## src/rtl/uart_pkt_framer.sv

```systemverilog
// uart_pkt_framer: turns one cmd/data request into the frame {HEADER, CMD, DATA, CMD+DATA} written to the TX FIFO
// Ports:
//   clk, rst                    clock and synchronous active-high reset
//   req_valid/req_ready         request handshake; req_cmd, req_data, req_inject_err are latched on accept
//   fifo_full/fifo_wr_en        TX FIFO write handshake; fifo_wr_data carries the current frame byte
//   busy                        frame in progress
//   frame_cnt, err_frame_cnt    completed frames (wrapping) and corrupted frames (saturating)
module uart_pkt_framer #(
    parameter logic [7:0] HEADER = 8'h55,
    parameter int         CNT_W  = 16
) (
    input  logic             clk,
    input  logic             rst,
    input  logic             req_valid,
    output logic             req_ready,
    input  logic [7:0]       req_cmd,
    input  logic [7:0]       req_data,
    input  logic             req_inject_err,
    input  logic             fifo_full,
    output logic             fifo_wr_en,
    output logic [7:0]       fifo_wr_data,
    output logic             busy,
    output logic [CNT_W-1:0] frame_cnt,
    output logic [7:0]       err_frame_cnt
);
    typedef enum logic [2:0] {IDLE, HDR, CMD, DATA, CSUM} state_t;

    state_t           state_q, state_d;
    logic [7:0]       cmd_q, data_q, chk;
    logic             inj_q, accept, csum_wr;
    logic [CNT_W-1:0] frame_cnt_q;
    logic [7:0]       err_cnt_q;

    always_comb begin
        chk          = (cmd_q + data_q) ^ {7'd0, inj_q};
        busy         = state_q != IDLE;
        req_ready    = state_q == IDLE || (state_q == CSUM && !fifo_full);
        fifo_wr_en   = busy && !fifo_full;
        accept       = req_valid && req_ready;
        csum_wr      = fifo_wr_en && state_q == CSUM;
        fifo_wr_data = state_q == HDR  ? HEADER :
                       state_q == CMD  ? cmd_q  :
                       state_q == DATA ? data_q :
                       state_q == CSUM ? chk    : 8'h00;
        state_d      = state_q;
        // A request accepted while leaving CSUM chains straight into the next header.
        if (accept)
            state_d = HDR;
        else if (fifo_wr_en)
            state_d = state_q == HDR  ? CMD  :
                      state_q == CMD  ? DATA :
                      state_q == DATA ? CSUM : IDLE;
    end

    always_ff @(posedge clk) begin
        if (rst) begin
            state_q     <= IDLE;
            cmd_q       <= 8'h00;
            data_q      <= 8'h00;
            inj_q       <= 1'b0;
            frame_cnt_q <= '0;
            err_cnt_q   <= 8'h00;
        end else begin
            state_q <= state_d;
            if (accept) begin
                cmd_q  <= req_cmd;
                data_q <= req_data;
                inj_q  <= req_inject_err;
            end
            if (csum_wr) begin
                frame_cnt_q <= frame_cnt_q + 1'b1;
                if (inj_q && err_cnt_q != 8'hFF)
                    err_cnt_q <= err_cnt_q + 8'h01;
            end
        end
    end

    assign frame_cnt     = frame_cnt_q;
    assign err_frame_cnt = err_cnt_q;
endmodule

```

## config.mk

```make
export PLATFORM = sky130hd
export DESIGN_NAME = uart_pkt_framer
export DESIGN_NICKNAME = d
export VERILOG_FILES = /design/src/rtl/uart_pkt_framer.sv
export SDC_FILE = /design/constraint.sdc
export NUM_CORES = 1
export LEC_CHECK = 0
export ABC_AREA = 1
export CAP_MARGIN = 15
export CORE_MARGIN = 1
export CORE_UTILIZATION = 50
export CTS_CLUSTER_DIAMETER = 100
export DETAILED_ROUTE_END_ITERATION = 8
export PLACE_DENSITY = 0.79
export SLEW_MARGIN = 20
export SYNTH_ARGS = -nofsm -noshare
export SYNTH_HDL_FRONTEND = slang
export SYNTH_SLANG_ARGS = --single-unit
```

## constraint.sdc

```tcl
create_clock -name clk -period 2.5 [get_ports clk]
set_clock_uncertainty 0.05 [all_clocks]
set_input_delay 0.5 -clock clk [delete_from_list [all_inputs] [get_ports clk]]
set_output_delay 0.5 -clock clk [all_outputs]
set_load 0.02 [all_outputs]
```

==> results of run 1 <==
## per-stage QoR
step,instances,setup WS (ns),setup TNS [ns]
after floorplan,387,0.401,0
after global placement,513,-0.0123,-0.0123
after detailed placement,513,-0.0416,-0.0500
after CTS,519,0.00769,0
after global routing,519,0.00606,0
final,519,0.109,0
## per-layer routing
metal,part of all wire,vias to the layer above,global-route usage
li1,-,1376,-
met1,0.48,1136,0.301
met2,0.48,45,0.415
met3,0.041,2,0.0466
met4,0.0041,0,0.0684
met5,0,-,0
## repair_timing
item	4_1_cts	5_1_grt
setup endpoints to repair	8	7
gates resized for setup	17	17
hold endpoints to repair	0	0
## final cells by class
class | count | area (µm²)
Inverter | 40 | 150
Clock buffer | 5 | 68.8
Multi-Input combinational cell | 294 | 1490
Clock inverter | 1 | 30.0
Timing Repair Buffer | 68 | 622
Tap cell | 67 | 83.8
Sequential cell | 44 | 882
Fill cell | 445 | 1490
## synth_stat cells, types with 2 or more instances
library cell / number / area, µm²
nand2_4: 2 / 22.5
nor2_2: 4 / 25.0
nand4_1: 4 / 25.0
nor2_4: 2 / 22.5
ha_1: 9 / 113
a211oi_1: 2 / 15.0
xor2_1: 3 / 26.3
inv_1: 37 / 139
nor3_1: 2 / 10.0
inv_2: 3 / 11.3
a22oi_1: 2 / 15.0
clkbuf_1: 3 / 11.3
a21oi_1: 44 / 220
nand3_1: 20 / 100
nand2_1: 124 / 465
buf_4: 2 / 15.0
nand2_2: 2 / 12.5
dfxtp_1: 44 / 881
buf_6: 3 / 33.8
xnor2_1: 3 / 26.3
nor2_1: 41 / 154
o21ai_0: 16 / 80.1
## tightest hold or removal path, delay by kind of cell, from the launching register on
family,cells,cell delay [ns]
AOI/OAI and AO/OA,1,0.06
buffers and inverters,1,0.06
DFF,1,0.32
## power breakdown
group | leakage [nW] | switching, mW | internal (mW)
sequential | 0.358 | 0.0160 | 0.721
combinational | 0.963 | 0.113 | 0.0963
clock | 0.0501 | 0.234 | 0.287
total | 1.37 | 0.363 | 1.10
## final timing paths
kind,to,slack [ns],cells after the start
setup / recovery,fifo_wr_data[1],0.11,5
hold / removal,cmd_q[3],0.43,2
setup reg to reg,err_frame_cnt[6],0.75,10
hold reg to reg,cmd_q[3],0.43,2
## cells in the final DEF, fill, tap and decap left out, types with 5 or more instances in the layout
cell and instances:
dfxtp_1 43, nor2_1 41, nand2_1 123, clkdlybuf4s50_1 47, inv_1 36, nand3_1 20, a21oi_1 43, buf_4 15
o21ai_0 15, clkbuf_8 5, ha_1 7
## flip-flops by register name (all words and copies together) (netlist names)
register and cells:
cmd_q 8, frame_cnt 16, state_q 3, err_frame_cnt 8, data_q 8, inj_q 1
## cells by family (layout without fill, tap and decap cells)
family	after synthesis	count (layout)	synth area share
simple gates	204	204	0.340
compound gates	74	74	0.160
buf+inv	49	114	0.0840
flops	44	44	0.344
fa+ha+maj	10	10	0.0518
xor+xnor	6	6	0.0205
==> results by group, run 1 <==
Setup path
  – CP peak stage delay: 0.40 ns
  – Crit-path max FO: 2
  – CP Launch Type: flip-flop
  – Crit path capture type: output pin
  – WP buf/inv: 2
  – Req. time, crit path: 1.95 ns
  – Worst path arrival time: 1.84 ns
  – Slowest-stage cell, CP: fa_1
  – Worst R2R Start: state_q[0]
  – Setup CP Type: reg -> out
  – Worst setup path startpoint: cmd_q[0]
  – Ordered list of cells on the worst path: ha_1, inv_1, fa_1, o221ai_1, dlygate4sd2_1
  – Largest delay share family, worst path: adder cells

Route
  – Initial DRC count: 104
  – Via/cell ratio: 4.93
  – DRT antenna net count: 0
  – Wirelength per Cell: 11.6 µm
  – Drt first pass iters: 4
  – Via Count: 2559
  – WL final: 6040 µm
  – Drc violations: 0

STA
  – Period utilization: 0.956
  – Worst-margin pin slew: 0.519 ns
  – Fmax achieved: 0.418 GHz
  – RSZ-0062 raised after global routing: no
  – Max-slew violation count: 0
  – Final setup violation count: 0
  – WHS: 0.434 ns
  – Hold Violations, Final: 0
  – Crit path time final: 2.39 ns
  – Slew HR: 0.653

Cells and area
  – Design Area, Final: 0.00332 mm²
  – Share of cells above drive strength 1: 0.108
  – NumNets Final: 484
  – Layout Utilization: 0.690
  – Synthesis-to-layout area growth: 29.7%
  – # diodes: 0

Yosys
  – Most used flip-flop cell after synthesis: dfxtp_1
  – Async S/R FF share, synth: 0
  – EDFF count, synth: 0
  – Mapped Nets: 418
  – Synth Register Bits: 44
  – Yosys warns: 0
  – Mapped Cells: 387
  – Post-synthesis sequential area ratio: 0.344
  – Cell variety after synth: 37
  – Synthesized area: 0.00256 mm²
  – Avg Inst Size Synth: 6.62 µm²

Floorplan
  – FP Rows: 25
  – Initial core utilization: 0.532
  – DIE AREA: 0.00542 mm²
  – # IOs: 56
  – Die Y-Extent: 73.6 µm
  – Die width: 73.6 µm
  – Core Area: 0.00482 mm²

Min path
  – Worst hold start: cmd_q[3]
  – Worst Hold Class: reg -> reg

Clocking
  – CTS tree: yes
  – Clk Latency, worst-skew pair: 0.29 ns
  – Post-CTS setup buffers: 0
  – Worst-path clk slew: 0.08 ns
  – Clock sink count: 44
  – CTS H-Tree Depth: 2
  – Root buf cell: clkbuf_8
  – CTS buffer count: 5
  – Hold buffer count at cts: 0
  – Worst-case clock buffer depth: 2

Pwr
  – Pwr/cell area: 441 mW/mm²
  – Power Total: 1.47 mW
  – Maximum vdd drop: 350 µV
  – Static leakage: 1.37 nW

GRT
  – Grt ovf: 0
  – First-pass GRT wire length: 10100 µm
  – Initial antenna violation count: 0
  – Tot GR Track Use: 0.240
  – Largest net degree at the start of global routing: 27
  – Vias in the first global route: 2301

Flow run
  – Max-cap violations: 0

Run status
  – Status: complete, no violations

Placement
  – Port buffer count: 55
  – DP HPWL: 4410 µm
  – Area after DPL: 0.00323 mm²
  – Placer Congestion: 0.890
Power figures use the tool's default switching activity.
==> run 2, diff against run 1 <==
--- a/config.mk
+++ b/config.mk
@@ -8,10 +8,11 @@
 export ABC_AREA = 1
 export CAP_MARGIN = 15
 export CORE_MARGIN = 1
-export CORE_UTILIZATION = 50
+export CORE_UTILIZATION = 40
 export CTS_CLUSTER_DIAMETER = 100
+export CTS_CLUSTER_SIZE = 25
 export DETAILED_ROUTE_END_ITERATION = 8
-export PLACE_DENSITY = 0.79
+export PLACE_DENSITY = 0.66
 export SLEW_MARGIN = 20
 export SYNTH_ARGS = -nofsm -noshare
 export SYNTH_HDL_FRONTEND = slang
==> results by group, run 2 (synthesis gave the netlist of run 1 again) <==
Setup path
  – Crit-path max FO: 2 (unchanged)
  – Crit path capture type: output pin
  – Slowest-stage cell, CP: fa_2
  – CP peak stage delay: 0.42 ns (+0.02 ns)
  – CP Launch Type: flip-flop
  – Ordered list of cells on the worst path: ha_2, inv_1, fa_2, o221ai_1, dlygate4sd2_1
  – Setup CP Type: reg -> out
  – Worst path arrival time: 1.83 ns (about the same)
  – Req. time, crit path: 1.95 ns (about the same)

STA
  – Worst-margin pin slew: 0.559 ns (+0.0398 ns)
  – Post-route setup slack: 0.121 ns (+0.0121 ns)
  – Final setup violation count: 0 (unchanged)
  – RSZ-0062 raised after global routing: no
  – Crit path time final: 2.38 ns (-0.0121 ns)
  – WHS: 0.431 ns (-0.00313 ns)
  – Fmax achieved: 0.420 GHz (+0.51%)
  – Max-slew violation count: 0 (unchanged)
  – Final setup TNS: 0 ns (unchanged)
  – Hold Violations, Final: 0 (unchanged)
  – Period utilization: 0.952 (-0.00485)
  – Slew HR: 0.627 (-0.0265)

Route
  – Drt first pass iters: 4 (unchanged)
  – Drc violations: 0 (unchanged)
  – DRT antenna net count: 0 (unchanged)
  – Wirelength per Cell: 11.8 µm (+1.4%)
  – Via/cell ratio: 4.88 (-1.1%)
  – Via Count: 2574 (+0.59%)
  – WL final: 6230 µm (+3.1%)
  – Initial DRC count: 72 (-31%)

Placement
  – Placer Congestion: 0.848 (-4.7%)
  – Pre-CTS setup slack: -0.0415 ns (+0.000111 ns)
  – Area after DPL: 0.00324 mm² (+0.31%)
  – Port buffer count: 55 (unchanged)
  – DP HPWL: 4570 µm (+3.5%)
  – Cells after DPL: 521 (+1.6%)

GRT
  – Vias in the first global route: 2222 (-3.4%)
  – Tot GR Track Use: 0.192 (-0.0479)
  – Grt ovf: 0 (unchanged)
  – Initial antenna violation count: 0 (unchanged)
  – Largest net degree at the start of global routing: 27 (unchanged)
  – First-pass GRT wire length: 10000 µm (-1.3%)

Pwr
  – Static leakage: 1.37 nW (about the same)
  – Maximum vdd drop: 241 µV (-31%)
  – Sw frac: 0.254 (+0.00626)
  – Clock Power Share: 0.334 (-0.021)
  – Power Total: 1.43 mW (-2.7%)
  – Net Sw Power: 362 µW (-0.25%)
  – Comb power frac: 0.150 (+0.007)
  – Seq pwr share: 0.516 (+0.014)
  – Pwr/cell area: 425 mW/mm² (-3.7%)
  – Int Power: 1.07 mW (-3.5%)

Cells and area
  – Post-route insts no fill: 528 (+1.7%)
  – Synthesis-to-layout area growth: 31.0%
  – Share of cells above drive strength 1: 0.124 (+0.0152)
  – Most common cell after layout, fill and taps aside: nand2_1
  – Commonest non-fill, non-tap cells in the layout: nand2_1, clkdlybuf4s50_1, a21oi_1, dfxtp_1, nor2_1
  – Largest register FFs: 16 (unchanged)
  – # diodes: 0 (unchanged)
  – Layout Utilization: 0.554 (-0.136)
  – NumNets Final: 484 (unchanged)
  – Design Area, Final: 0.00336 mm² (+0.98%)

Clocking
  – Clock sink count: 44 (unchanged)
  – Clk Latency, worst-skew pair: 0.29 ns (about the same)
  – Hold buffer count at cts: 0 (unchanged)
  – CTS tree: yes
  – CTS H-Tree Depth: 2 (unchanged)
  – Worst-case clock buffer depth: 2 (unchanged)
  – Root buf cell: clkbuf_8
  – Worst-path clk slew: 0.08 ns (about the same)
  – CTS buffer count: 5 (unchanged)

Floorplan
  – DIE AREA: 0.00673 mm² (+24%)
  – Initial core utilization: 0.423 (-0.109)
  – # IOs: 56 (unchanged)
  – Die Y-Extent: 82.0 µm (+11%)
  – FP Rows: 28 (+12%)
  – Die width: 82.0 µm (+11%)
  – Core Area: 0.00606 mm² (+26%)

Run status
  – Status: complete, no violations

Flow run
  – Max-cap violations: 0 (unchanged)

Min path
  – Worst Hold Class: reg -> reg
run 2: metal layers:
| metal | global-route usage | part of all wire |
|---|---|---|
| met2 | 0.313 | 0.46 |
| met5 | 0 | 0 |
| met3 | 0.0400 | 0.047 |
| met1 | 0.261 | 0.49 |
| met4 | 0.0333 | 0.0064 |
run 2: repair_timing:
| item | in CTS | in global routing |
|---|---|---|
| gates resized for setup | 16 | 23 |
| setup endpoints to repair | 8 | 6 |
| setup buffers | 0 | 0 |
| pin swaps | 0 | 1 |
run 2: worst max-delay path: cells and delay by family, from the launching register on:
family	cells	cell delay, ns
DFF	1	0.33
adders and majority gates	2	0.59
buffers and inverters	2	0.42
AOI/OAI and AO/OA	1	0.19
run 2: power by group through the flow:
stage	Combinational, mW	Sequential (mW)	Clock (mW)
final	0.214	0.737	0.477
after global routing	0.237	0.740	0.515
after CTS	0.207	0.735	0.495
after detailed placement	0.209	0.752	0
after global placement	0.209	0.751	0
after floorplan	0.124	0.750	0
run 2: area by class of cell:
class / instances / area (µm²)
fill: 617 / 2700
timing repair buffer: 68 / 624
multi-input combinational: 294 / 1510
inverter: 40 / 150
tap: 75 / 93.8
sequential: 44 / 883
clock buffer: 7 / 96.3
run 2: final timing paths:
path	from	to	slack, ns	depth (start not counted)
max reg2reg	state_q[0]	err_frame_cnt[7]	0.73	9
min reg2reg	cmd_q[3]	cmd_q[3]	0.43	2
max	cmd_q[0]	fifo_wr_data[1]	0.12	5
min	cmd_q[3]	cmd_q[3]	0.43	2
==> run 3, diff against run 2 <==
--- a/config.mk
+++ b/config.mk
@@ -7,6 +7,7 @@
 export LEC_CHECK = 0
 export ABC_AREA = 1
 export CAP_MARGIN = 15
+export CORE_ASPECT_RATIO = 1.75
 export CORE_MARGIN = 1
 export CORE_UTILIZATION = 40
 export CTS_CLUSTER_DIAMETER = 100
==> constraint.sdc (replaced) <==
create_clock -name clk -period 2.76 [get_ports clk]
set_clock_uncertainty 0.05 [all_clocks]
set_input_delay 0.552 -clock clk [delete_from_list [all_inputs] [get_ports clk]]
set_output_delay 0.552 -clock clk [all_outputs]
set_load 0.02 [all_outputs]
==> results by group, run 3 (synthesis gave the netlist of run 1 again) <==
GRT
  – Largest net degree at the start of global routing: 27 (unchanged)
  – Initial antenna violation count: 0 (unchanged)
  – Grt ovf: 0 (unchanged)
  – First-pass GRT wire length: 11200 µm (+12%)
  – Tot GR Track Use: 0.212 (+0.0198)
  – Vias in the first global route: 2585 (+16%)

Cells and area
  – Largest register FFs: 16 (unchanged)
  – NumNets Final: 477 (-1.4%)
  – Post-route insts no fill: 527 (-0.19%)
  – Share of cells above drive strength 1: 0.0783 (-0.0453)
  – Design Area, Final: 0.00329 mm² (-2.1%)
  – Synthesis-to-layout area growth: 28.3%
  – Most common cell after layout, fill and taps aside: nand2_1
  – # diodes: 0 (unchanged)
  – Commonest non-fill, non-tap cells in the layout: nand2_1, clkdlybuf4s50_1, a21oi_1, dfxtp_1, nor2_1

Clocking
  – Worst-case clock buffer depth: 2 (unchanged)
  – Root buf cell: clkbuf_8
  – CTS H-Tree Depth: 2 (unchanged)
  – Clk Latency, worst-skew pair: 0.31 ns (+0.02 ns)
  – CTS buffer count: 5 (unchanged)
  – Hold buffer count at cts: 0 (unchanged)
  – Clock sink count: 44 (unchanged)
  – CTS tree: yes
  – Worst-path clk slew: 0.08 ns (about the same)

Pwr
  – Pwr/cell area: 412 mW/mm² (-3.2%)
  – Static leakage: 1.38 nW (+0.46%)
  – Maximum vdd drop: 289 µV (+20%)

Route
  – Wirelength per Cell: 12.3 µm (+3.9%)
  – Via Count: 2612 (+1.5%)
  – Drt first pass iters: 4 (unchanged)
  – Drc violations: 0 (unchanged)
  – DRT antenna net count: 0 (unchanged)
  – Initial DRC count: 75 (+4.2%)
  – Via/cell ratio: 4.96 (+1.7%)
  – WL final: 6460 µm (+3.7%)

STA
  – Worst-margin pin slew: 0.575 ns (+0.0165 ns)
  – Max-slew violation count: 0 (unchanged)
  – Period utilization: 0.936
  – RSZ-0062 raised after global routing: no
  – Slew HR: 0.616 (-0.0110)
  – Crit path time final: 2.58 ns
  – Final setup TNS: 0 ns (unchanged)
  – Fmax achieved: 0.387 GHz
  – Final setup violation count: 0 (unchanged)
  – Hold Violations, Final: 0 (unchanged)

Setup path
  – Worst path arrival time: 1.98 ns (+0.15 ns)
  – Crit-path max FO: 4 (+2)
  – Setup CP Type: reg -> out
  – Crit path capture type: output pin
  – CP Launch Type: flip-flop
  – Req. time, crit path: 2.16 ns (+0.21 ns)

Floorplan
  – Die width: 62.5 µm (-24%)
  – Initial core utilization: 0.415 (-0.00822)
  – DIE AREA: 0.00674 mm² (+0.19%)
  – Core Area: 0.00618 mm² (+2.0%)
  – # IOs: 56 (unchanged)
  – Die Y-Extent: 108 µm (+31%)
  – FP Rows: 38 (+36%)

Run status
  – Status: complete, no violations

Placement
  – Cells after DPL: 519 (-0.38%)
  – Placer Congestion: 0.846 (-0.22%)
  – Area after DPL: 0.00319 mm² (-1.4%)
  – Port buffer count: 55 (unchanged)
  – DP HPWL: 4790 µm (+4.8%)

Flow run
  – Max-cap violations: 0 (unchanged)

Min path
  – Worst Hold Class: reg -> reg
## run 3: report_power, final
group	internal, mW	total, mW	switching (mW)	leakage [nW]
logic	0.0782	0.177	0.0986	0.965
clock network	0.269	0.508	0.239	0.0552
registers	0.653	0.668	0.0150	0.358
total	1.00	1.35	0.353	1.38
## run 3: worst paths after layout
| check | to | cells after the start | startpoint | slack (ns) |
|---|---|---|---|---|
| max | fifo_wr_data[4] | 10 | data_q[0] | 0.18 |
| min | cmd_q[3] | 2 | cmd_q[3] | 0.43 |
| max reg2reg | frame_cnt[12] | 11 | frame_cnt[0] | 1.10 |
| min reg2reg | cmd_q[3] | 2 | cmd_q[3] | 0.43 |
## run 3: timing repair
| item | in CTS | in global routing |
|---|---|---|
| resized for setup | 6 | 9 |
| endpoints found under the setup margin | 6 | 6 |
| buffers inserted | 0 | 0 |
## run 3: per-stage QoR
stage           util  setup WS [ns]  hold slack [ns]  power [mW]
2_1_floorplan      -          0.609            0.398       0.791
3_3_place_gp   0.517          0.157            0.413       0.863
3_5_place_dp   0.517          0.127            0.422       0.865
4_1_cts        0.533         0.0344            0.434        1.37
5_1_grt        0.532         0.0120            0.452        1.42
6_report       0.532          0.176            0.433        1.35
## run 3: worst max-delay path: stages, from the launching register on
cell and delay, ns:
dfxtp_1 0.36, ha_1 0.17, inv_1 0.05, fa_1 0.37, inv_2 0.09, a21oi_1 0.08
nor2_1 0.09, nor2_1 0.04, nand2_1 0.07, a21oi_1 0.06, dlygate4sd2_1 0.31
## run 3: metal layers
metal | vias to the layer above | track usage | wire (µm) | share of wire
met1 | 1185 | 0.212 | 2560 | 0.40
li1 | 1362 | - | - | -
met2 | 52 | 0.406 | 3500 | 0.54
met4 | 0 | 0.106 | 190 | 0.029
met5 | - | 0 | 0 | 0
met3 | 13 | 0.0403 | 213 | 0.033
## run 3: area by class of cell
class | count | area [µm²]
inverters | 40 | 150
clock inverters | 2 | 35.0
clock buffers | 6 | 72.6
repair buffers | 61 | 582
flip-flops and latches | 44 | 881
multi-input cells | 294 | 1470
well taps | 80 | 100
fillers | 662 | 2890
